## src/rtl/vga_timing_ctrl.sv

```systemverilog
// vga_timing_ctrl
// Raster timing generator for a VGA-style display. Produces the scan
// position (x, y), the display-enable window, the sync pulses, and
// one-cycle line/frame start markers.
// The scan is started by i_en. When i_en is dropped, the current frame
// is finished before the generator returns to idle.
// Every output is registered. Each output is computed from the same
// next-state position, so all outputs change on the same edge.
module vga_timing_ctrl #(
    parameter int   H_ACTIVE = 640,
    parameter int   H_FP     = 16,
    parameter int   H_SYNC   = 96,
    parameter int   H_BP     = 48,
    parameter int   V_ACTIVE = 480,
    parameter int   V_FP     = 10,
    parameter int   V_SYNC   = 2,
    parameter int   V_BP     = 33,
    parameter logic HS_POL   = 1'b0,
    parameter logic VS_POL   = 1'b0,
    localparam int  H_TOTAL  = H_ACTIVE + H_FP + H_SYNC + H_BP,
    localparam int  V_TOTAL  = V_ACTIVE + V_FP + V_SYNC + V_BP,
    localparam int  X_W      = $clog2(H_TOTAL),
    localparam int  Y_W      = $clog2(V_TOTAL)
) (
    input  logic           i_clk,
    input  logic           i_rst_n,
    input  logic           i_clk_en,
    input  logic           i_en,
    output logic           o_hs,
    output logic           o_vs,
    output logic           o_de,
    output logic [X_W-1:0] o_x,
    output logic [Y_W-1:0] o_y,
    output logic           o_line_start,
    output logic           o_frame_start,
    output logic           o_running
);

    // Scan states. DRAIN keeps scanning normally, but stops at the end of the frame.
    localparam logic [1:0] ST_IDLE  = 2'd0;
    localparam logic [1:0] ST_RUN   = 2'd1;
    localparam logic [1:0] ST_DRAIN = 2'd2;

    // Last valid position on each axis.
    localparam logic [X_W-1:0] X_LAST = X_W'(H_TOTAL - 1);
    localparam logic [Y_W-1:0] Y_LAST = Y_W'(V_TOTAL - 1);

    // Window bounds get one extra bit. With a zero back porch, the sync end
    // can equal TOTAL, and that value does not fit in X_W/Y_W bits.
    localparam logic [X_W:0] X_DE_END = (X_W+1)'(H_ACTIVE);
    localparam logic [X_W:0] X_HS_BEG = (X_W+1)'(H_ACTIVE + H_FP);
    localparam logic [X_W:0] X_HS_END = (X_W+1)'(H_ACTIVE + H_FP + H_SYNC);
    localparam logic [Y_W:0] Y_DE_END = (Y_W+1)'(V_ACTIVE);
    localparam logic [Y_W:0] Y_VS_BEG = (Y_W+1)'(V_ACTIVE + V_FP);
    localparam logic [Y_W:0] Y_VS_END = (Y_W+1)'(V_ACTIVE + V_FP + V_SYNC);

    logic [1:0]     r_state;
    logic [X_W-1:0] r_x;
    logic [Y_W-1:0] r_y;
    logic           r_hs;
    logic           r_vs;
    logic           r_de;
    logic           r_line_start;
    logic           r_frame_start;
    logic           r_running;

    logic [1:0]     w_state_next;
    logic [X_W-1:0] w_x_next;
    logic [Y_W-1:0] w_y_next;
    logic           w_scanning;
    logic           w_start;
    logic           w_x_wrap;
    logic           w_y_wrap;
    logic           w_frame_end;
    logic           w_next_active;
    logic           w_hs_next;
    logic           w_vs_next;
    logic           w_de_next;
    logic           w_line_start_next;
    logic           w_frame_start_next;

    // Decode the wrap points and the start condition from the current state.
    always_comb begin
        w_scanning  = (r_state == ST_RUN) || (r_state == ST_DRAIN);
        w_start     = (r_state == ST_IDLE) && i_en;
        w_x_wrap    = (r_x == X_LAST);
        w_y_wrap    = (r_y == Y_LAST);
        w_frame_end = w_x_wrap && w_y_wrap;
    end

    // Next state. Starting does not need a pixel tick. Stopping happens only on
    // the tick that leaves the last pixel of the frame.
    always_comb begin
        w_state_next = r_state;
        case (r_state)
            ST_IDLE: begin
                w_state_next = i_en ? ST_RUN : ST_IDLE;
            end
            ST_RUN, ST_DRAIN: begin
                if (i_clk_en && w_frame_end && !i_en) begin
                    w_state_next = ST_IDLE;
                end else begin
                    w_state_next = i_en ? ST_RUN : ST_DRAIN;
                end
            end
            default: begin
                w_state_next = ST_IDLE;
            end
        endcase
    end

    // Next position. Idle pins the position at the origin. Scanning advances
    // one pixel per tick and wraps x, then y.
    always_comb begin
        w_x_next = r_x;
        w_y_next = r_y;
        if (!w_scanning) begin
            w_x_next = '0;
            w_y_next = '0;
        end else if (i_clk_en) begin
            if (w_x_wrap) begin
                w_x_next = '0;
                w_y_next = w_y_wrap ? '0 : (r_y + Y_W'(1));
            end else begin
                w_x_next = r_x + X_W'(1);
            end
        end
    end

    // Level outputs for the next position. Idle values apply whenever the
    // next state is idle.
    always_comb begin
        w_next_active = (w_state_next != ST_IDLE);
        w_de_next     = 1'b0;
        w_hs_next     = !HS_POL;
        w_vs_next     = !VS_POL;
        if (w_next_active) begin
            w_de_next = ({1'b0, w_x_next} < X_DE_END) &&
                        ({1'b0, w_y_next} < Y_DE_END);
            w_hs_next = (({1'b0, w_x_next} >= X_HS_BEG) &&
                         ({1'b0, w_x_next} <  X_HS_END)) ? HS_POL : !HS_POL;
            w_vs_next = (({1'b0, w_y_next} >= Y_VS_BEG) &&
                         ({1'b0, w_y_next} <  Y_VS_END)) ? VS_POL : !VS_POL;
        end
    end

    // Start markers. A marker fires only on the edge that first presents the
    // new line or frame, so held positions (no tick) never repeat it.
    always_comb begin
        w_line_start_next  = w_start ||
                             (w_scanning && i_clk_en && w_x_wrap && w_next_active);
        w_frame_start_next = w_start ||
                             (w_scanning && i_clk_en && w_frame_end && w_next_active);
    end

    // State, position and output registers. Reset forces idle values at once.
    always_ff @(posedge i_clk or negedge i_rst_n) begin
        if (!i_rst_n) begin
            r_state       <= ST_IDLE;
            r_x           <= '0;
            r_y           <= '0;
            r_hs          <= !HS_POL;
            r_vs          <= !VS_POL;
            r_de          <= 1'b0;
            r_line_start  <= 1'b0;
            r_frame_start <= 1'b0;
            r_running     <= 1'b0;
        end else begin
            r_state       <= w_state_next;
            r_x           <= w_x_next;
            r_y           <= w_y_next;
            r_hs          <= w_hs_next;
            r_vs          <= w_vs_next;
            r_de          <= w_de_next;
            r_line_start  <= w_line_start_next;
            r_frame_start <= w_frame_start_next;
            r_running     <= w_next_active;
        end
    end

    assign o_x           = r_x;
    assign o_y           = r_y;
    assign o_hs          = r_hs;
    assign o_vs          = r_vs;
    assign o_de          = r_de;
    assign o_line_start  = r_line_start;
    assign o_frame_start = r_frame_start;
    assign o_running     = r_running;

endmodule

```

## config.mk

```make
export PLATFORM = sky130hd
export DESIGN_NAME = vga_timing_ctrl
export DESIGN_NICKNAME = d
export VERILOG_FILES = /design/src/rtl/vga_timing_ctrl.sv
export SDC_FILE = /design/constraint.sdc
export NUM_CORES = 1
export LEC_CHECK = 0
export BUFFER_PORTS_ARGS = -buffer_cell sky130_fd_sc_hd__buf_2
export CAP_MARGIN = 20
export CORE_ASPECT_RATIO = 0.7
export CORE_UTILIZATION = 52
export CTS_CLUSTER_DIAMETER = 120
export DETAILED_ROUTE_END_ITERATION = 10
export HOLD_SLACK_MARGIN = 0.03
export PLACE_DENSITY = 0.83
export SLEW_MARGIN = 25
export SYNTH_ARGS = -nofsm -noshare
export SYNTH_HDL_FRONTEND = slang
export SYNTH_SLANG_ARGS = --single-unit
```

## constraint.sdc

```tcl
create_clock -name i_clk -period 3.51 [get_ports i_clk]
set_input_delay 0.351 -clock i_clk [delete_from_list [all_inputs] [get_ports i_clk]]
set_output_delay 0.351 -clock i_clk [all_outputs]
set_load 0.05 [all_outputs]
```

==> impl_metrics.json, run 1 <==
{
  "insertion_delay_ps": 280,
  "rsz0062_at_grt": "no",
  "cts.sinks": 28,
  "cts_hold_buf": 0,
  "vias_per_cell": 6.17,
  "layout_min_cycle_time_ps": 2550,
  "synth_cells": 163,
  "finalSetupViolCount": 0,
  "peakVddDrop_uv": 283,
  "finalClockSkew_ps": 10.2,
  "cts_made_buffers": 3,
  "layout_common_cells": "buf_2 (29), dfrtp_1 (26), nand2_1 (14)",
  "ys_types": 44,
  "drc": 0,
  "clock-root-buffer": "clkbuf_8",
  "fmax_ghz": 0.393,
  "p_total_mw": 1.01,
  "grt_max_degree": 29,
  "die_w_um": 67.7,
  "hold_class": "in -> async",
  "cts_setup_buffers": 0,
  "start_kind": "flop",
  "cellLeakagePower_nw": 0.848,
  "final_common_cell": "buf_2",
  "critPathRequiredTime_ps": 3700,
  "grt_usage_pct": 24.2,
  "io_buffer_count": 29,
  "drt_first_iter_violations": 88,
  "path_max_fanout": 15,
  "initial_core_util_pct": 55.6,
  "setup.worst_path.class": "reg -> reg",
  "synth_area_leaders": "dfrtp_1 (41%), ha_1 (4.0%), xnor2_1 (3.9%)",
  "die-area_mm2": 0.00325,
  "diodes": 0,
  "die_h_um": 48.0,
  "relSlewSlack_pct": 58.1,
  "netlist.area_leader.share_pct": 41.4,
  "rows": 16,
  "synth-edff-count": 0,
  "grt_pass1_wl_um": 5550,
  "hold_violations": 0,
  "reg2reg_depth": 7,
  "grt_pass1_vias": 1224,
  "multi_input_area_um2": 792,
  "layout.nets": 198,
  "fill_cells": 233,
  "wirelength_um": 3700,
  "highest_layer": "met4",
  "wire_per_inst_um": 16.5,
  "synth.ff_latch_count": 28,
  "synth_flop_cell": "dfrtp_1",
  "cts_tree": "built",
  "max_cap_violations": 0,
  "tightest_slew_ps": 628,
  "finalWeightedCongestion": 0.825,
  "dr.pass1.iters": 4,
  "met1_length_um": 1530,
  "syn2layout_area_growth_pct": 14.0,
  "antenna_found_initial": 0,
  "wl_met3_um": 280,
  "yosys.area.top_type": "dfrtp_1",
  "avgSynthCellArea_um2": 9.63,
  "yosys_warnings": 0,
  "synthArstFlopShare_pct": 100,
  "fin_crit_sh_pct": 72.5,
  "htree_num_levels": 1,
  "arrival_ps": 2740,
  "cts_resized": 0,
  "overflow": 0,
  "num_vias": 1383,
  "coreArea_mm2": 0.00282,
  "syn_area_mm2": 0.00157,
  "syn_nets": 172,
  "dp_hpwl_um": 2690,
  "clkTransAtPathRegs_ps": 100,
  "clockBufferDepth": 2,
  "tns_ps": 0,
  "seq_area_frac_synth_pct": 44.8,
  "final_antenna_net_count": 0,
  "cp-end-kind": "flop",
  "io_pins": 30,
  "drive_gt1_share_pct": 21.8,
  "wl_met2_um": 1810,
  "drv_slew": 0,
  "powerDensity_mw_per_mm2": 566,
  "regArea_um2": 703,
  "status": "complete, no violations"
}
## registers in the layout, indices dropped and copies added, names as in the netlist
signal	count
o_x	10
o_y	10
r_state	2
o_de	1
o_frame_start	1
o_hs	1
o_line_start	1
o_running	1
o_vs	1
## report_power, final
group | switching [mW] | total (mW) | leakage (nW) | internal [mW]
sequential | 0.0216 | 0.384 | 0.374 | 0.363
clock | 0.103 | 0.256 | 0.0357 | 0.153
combinational | 0.268 | 0.374 | 0.437 | 0.106
total | 0.393 | 1.01 | 0.848 | 0.621
## final timing paths
check	start	endpoint	slack [ps]
setup reg to reg	o_x[0]$_DFF_PN0_	o_vs$_DFF_PN1_	960
hold / removal	i_rst_n	o_line_start$_DFF_PN0_	70
setup / recovery	o_x[0]$_DFF_PN0_	o_vs$_DFF_PN1_	960
min in group i_clk	i_en	r_state[1]$_DFF_PN0_	280
max in group asynchronous	i_rst_n	o_x[6]$_DFF_PN0_	3020
hold reg to reg	o_x[1]$_DFF_PN0_	o_x[1]$_DFF_PN0_	630
## layer usage
layer  global-route usage [%]  vias to the layer above
li1                         -                      624
met1                     28.9                      666
met2                     39.6                       79
met3                     8.10                       14
met4                     12.8                        0
met5                        0                        -
## area by class of cell
cell class              count  share of cell area [%]
clock buffers               3                    2.31
clock inverters             1                    1.68
inverters                   9                    1.89
multi-input cells         118                    44.2
flip-flops and latches     28                    39.3
well taps                  36                    2.52
repair buffers             29                    8.11
## worst max-delay path, cell delays in order (launching register included)
cell	delay, ps
dfrtp_1	440
ha_1	220
and4_1	380
nand4_4	270
or4_4	590
a21boi_2	150
and4bb_1	290
nand4_1	110
## per-stage QoR
step | instance area, um^2 | util [%] | setup WS, ps | hold slack (ps) | std cells
2_1_floorplan | 1570 | - | 1060 | 55.4 | 163
3_3_place_gp | 1720 | 60.9 | 1190 | 391 | 220
3_5_place_dp | 1720 | 60.9 | 1010 | 401 | 220
4_1_cts | 1790 | 63.4 | 983 | 87.9 | 224
5_1_grt | 1790 | 63.4 | 848 | 111 | 224
6_report | 1790 | 63.4 | 964 | 72.9 | 224
## kinds of logic after synthesis
group                      Yosys count  share of synthesized area [%]
and+or+nand+nor                     76                           28.3
muxes                                1                          0.637
DFF                                 28                           44.8
buffers and inverters               17                           4.78
xor gates and xnor gates            11                           6.14
adders and majority gates            5                           3.98
AOI/OAI and AO/OA                   25                           11.4
## cells in the mapped netlist, drive strengths merged (2+ instances only)
library cell and n:
ha 5, dfstp 2, o31ai 2, nand3 8, nor3b 2, nand2 14
dfrtp 26, a21oi 3, and2 5, o211ai 2, nor2 11, clkbuf 3
nor2b 5, or3 4, o31a 2, nor3 6, and4 2, inv 9
xnor2 7, nand4 7, xor2 4, buf 5, o21ai 8, and3 4
(Power assumes the default switching activity.)
==> run 2, diff against run 1 <==
--- a/config.mk
+++ b/config.mk
@@ -5,6 +5,7 @@
 export SDC_FILE = /design/constraint.sdc
 export NUM_CORES = 1
 export LEC_CHECK = 0
+export ABC_AREA = 1
 export BUFFER_PORTS_ARGS = -buffer_cell sky130_fd_sc_hd__buf_2
 export CAP_MARGIN = 20
 export CORE_ASPECT_RATIO = 0.7
@@ -12,7 +13,7 @@
 export CTS_CLUSTER_DIAMETER = 120
 export DETAILED_ROUTE_END_ITERATION = 10
 export HOLD_SLACK_MARGIN = 0.03
-export PLACE_DENSITY = 0.83
+export PLACE_DENSITY = 0.82
 export SLEW_MARGIN = 25
 export SYNTH_ARGS = -nofsm -noshare
 export SYNTH_HDL_FRONTEND = slang
==> constraint.sdc (replaced) <==
create_clock -name i_clk -period 2.5 [get_ports i_clk]
set_input_delay 0.25 -clock i_clk [delete_from_list [all_inputs] [get_ports i_clk]]
set_output_delay 0.25 -clock i_clk [all_outputs]
set_load 0.05 [all_outputs]
==> run 2 against run 1 <==
The flow now finishes with violations (design-rule violations). Count of clock-buffer cells in the layout did not move. Clock power is 41% higher. Worst setup slack got worse by 650 ps. Via count is 18% higher. Largest cell class unchanged.
==> impl_metrics.json, run 2 <==
{
  "fmax_ghz": 0.458,
  "holdPathEnd": "o_line_start$_DFF_PN0_",
  "fill_cells": 301,
  "rr_endpoint": "o_de$_DFF_PN0_",
  "tightest_slew_ps": 617,
  "drc": 6,
  "cts_resized": 0,
  "hold_violations": 0,
  "r2r_slack_ps": 310,
  "critPathRequiredTime_ps": 2710,
  "cp-end-kind": "flop",
  "coreArea_mm2": 0.00315,
  "dp_cells": 300,
  "initial_core_util_pct": 54.5,
  "peakVddDrop_uv": 604,
  "powerDensity_mw_per_mm2": 770,
  "clkTransAtPathRegs_ps": 100,
  "cts_setup_buffers": 0,
  "max_cap_violations": 0,
  "layout_min_cycle_time_ps": 2190,
  "diodes": 0,
  "finalClockSkew_ps": 6.83,
  "htree_num_levels": 1,
  "worst_r2r_startpoint": "o_x[1]$_DFF_PN0_",
  "seq_area_frac_synth_pct": 41.0,
  "cts_tree": "built",
  "netlist.area_leader.share_pct": 38.0,
  "arrival_ps": 2400,
  "yosys-top-cells-count": "nand2_1 (57), inv_1 (37), nor2_1 (35)",
  "synth.ff_latch_count": 28,
  "antenna_found_initial": 0,
  "syn_area_mm2": 0.00171,
  "syn_nets": 245,
  "die-area_mm2": 0.00353,
  "io_buffer_count": 29,
  "synth-edff-count": 0,
  "die_w_um": 70.6,
  "drive_gt1_share_pct": 20.2,
  "dr.pass1.iters": 8,
  "layout.nets": 277,
  "start_kind": "flop",
  "finalWeightedCongestion": 0.980,
  "cts.sinks": 28,
  "vias_per_cell": 5.33,
  "layout_common_cells": "nand2_1 (57), inv_1 (37), nor2_1 (35)",
  "synthMostInstantiatedCell": "nand2_1",
  "synth_flop_cell": "dfrtp_1",
  "clockBufferDepth": 2,
  "drt_first_iter_violations": 271,
  "wire_per_inst_um": 13.1,
  "path_max_fanout": 11,
  "die_h_um": 50.0,
  "ys_types": 26,
  "cellLeakagePower_nw": 1.08,
  "violations": "design-rule violations",
  "synthArstFlopShare_pct": 100,
  "final_common_cell": "nand2_1",
  "p_total_mw": 1.51,
  "tns_ps": 0,
  "synth_area_leaders": "dfrtp_1 (38%), nand2_1 (12%), inv_1 (8.1%)",
  "grt_max_degree": 29,
  "clock-root-buffer": "clkbuf_8",
  "status": "finished, violations left",
  "insertion_delay_ps": 280,
  "placedInstanceArea_mm2": 0.00188,
  "grt_usage_pct": 24.8,
  "finalSetupViolCount": 0,
  "grt_pass1_wl_um": 6650,
  "yosys.area.top_type": "dfrtp_1",
  "yosys_warnings": 0,
  "hold_start": "i_en",
  "post_layout_nonfiller_instances": 305,
  "wirelength_um": 4000,
  "drv_slew": 0,
  "io_pins": 30,
  "num_vias": 1627,
  "setup.worst_path.class": "reg -> reg",
  "fin_crit_sh_pct": 87.4,
  "final_util_pct": 62.3,
  "final_area_mm2": 0.00196,
  "synth_cells": 236,
  "grt_pass1_vias": 1387,
  "hold_class": "in -> reg",
  "avgSynthCellArea_um2": 7.26,
  "overflow": 0,
  "rsz0062_at_grt": "no",
  "dp_hpwl_um": 2940,
  "syn2layout_area_growth_pct": 14.5,
  "cts_made_buffers": 3,
  "final_antenna_net_count": 0,
  "relSlewSlack_pct": 58.9,
  "reg2reg_depth": 11,
  "hold_depth": 3,
  "rows": 17
}
## run 2: power breakdown
group	internal (mW)	leakage [nW]	total, mW	switching [mW]
Clock	0.215	0.0357	0.361	0.146
Sequential	0.509	0.373	0.543	0.0346
Combinational	0.139	0.676	0.606	0.467
## run 2: critical path, stage by stage (launching register included)
cell and delay, ps:
dfrtp_1 420, ha_1 280, nand2_2 90, nor2_4 100
nand2_1 70, nor2_2 380, nor2_1 160, nand2_1 150
nor2_1 60, nor2_1 170, nand2_1 110, nor2_1 130
## run 2: through the flow
stage | hold slack (ps) | worst slack (ps)
floorplan | -45.6 | 508
global placement | 300 | 580
detailed placement | 308 | 467
CTS | 227 | 342
global route | 242 | 107
finish | 227 | 315
## run 2: routing by layer
| layer | up-vias | track usage (%) | share of wire [%] |
|---|---|---|---|
| met2 | 80 | 33.0 | 41 |
| met5 | - | 0 | 0 |
| li1 | 799 | - | - |
| met3 | 6 | 8.18 | 9.3 |
| met1 | 742 | 37.9 | 48 |
| met4 | 0 | 6.67 | 1.2 |
## run 2: logic make-up (layout without fill, tap and decap cells)
kind of cell	count (synthesis)	after routing	share of synthesized area (%)
simple gates	148	148	40.9
flops	28	28	41.0
buf+inv	43	74	10.3
compound gates	10	10	3.07
fa+ha+maj	5	5	3.65
xor+xnor	2	2	1.02
## run 2: timing repair
item	in CTS	in global routing
hold buffers	1	0
hold endpoints to repair	26	0
setup endpoints to repair	0	0
## run 2: area by class of cell
class	instances	area, um^2	area share, %
clock buffers	3	41.3	2.10
clock inverters	1	30.0	1.53
inverters	40	150	7.65
multi-input cells	165	835	42.5
flip-flops and latches	28	703	35.8
well taps	38	47.5	2.42
repair buffers	30	155	7.91
## run 2: worst max-delay path by stage
stage	from	end	slack, ps	depth (start not counted)
after floorplan	o_x[1]$_DFF_PN0_	o_de$_DFF_PN0_	510	13
after CTS	o_x[0]$_DFF_PN0_	o_de$_DFF_PN0_	340	11
after global placement	r_state[0]$_DFF_PN0_	o_hs$_DFF_PN1_	580	9
after detailed placement	o_x[0]$_DFF_PN0_	o_de$_DFF_PN0_	470	11
after global routing	o_x[0]$_DFF_PN0_	o_de$_DFF_PN0_	110	11
final	o_x[1]$_DFF_PN0_	o_de$_DFF_PN0_	310	11
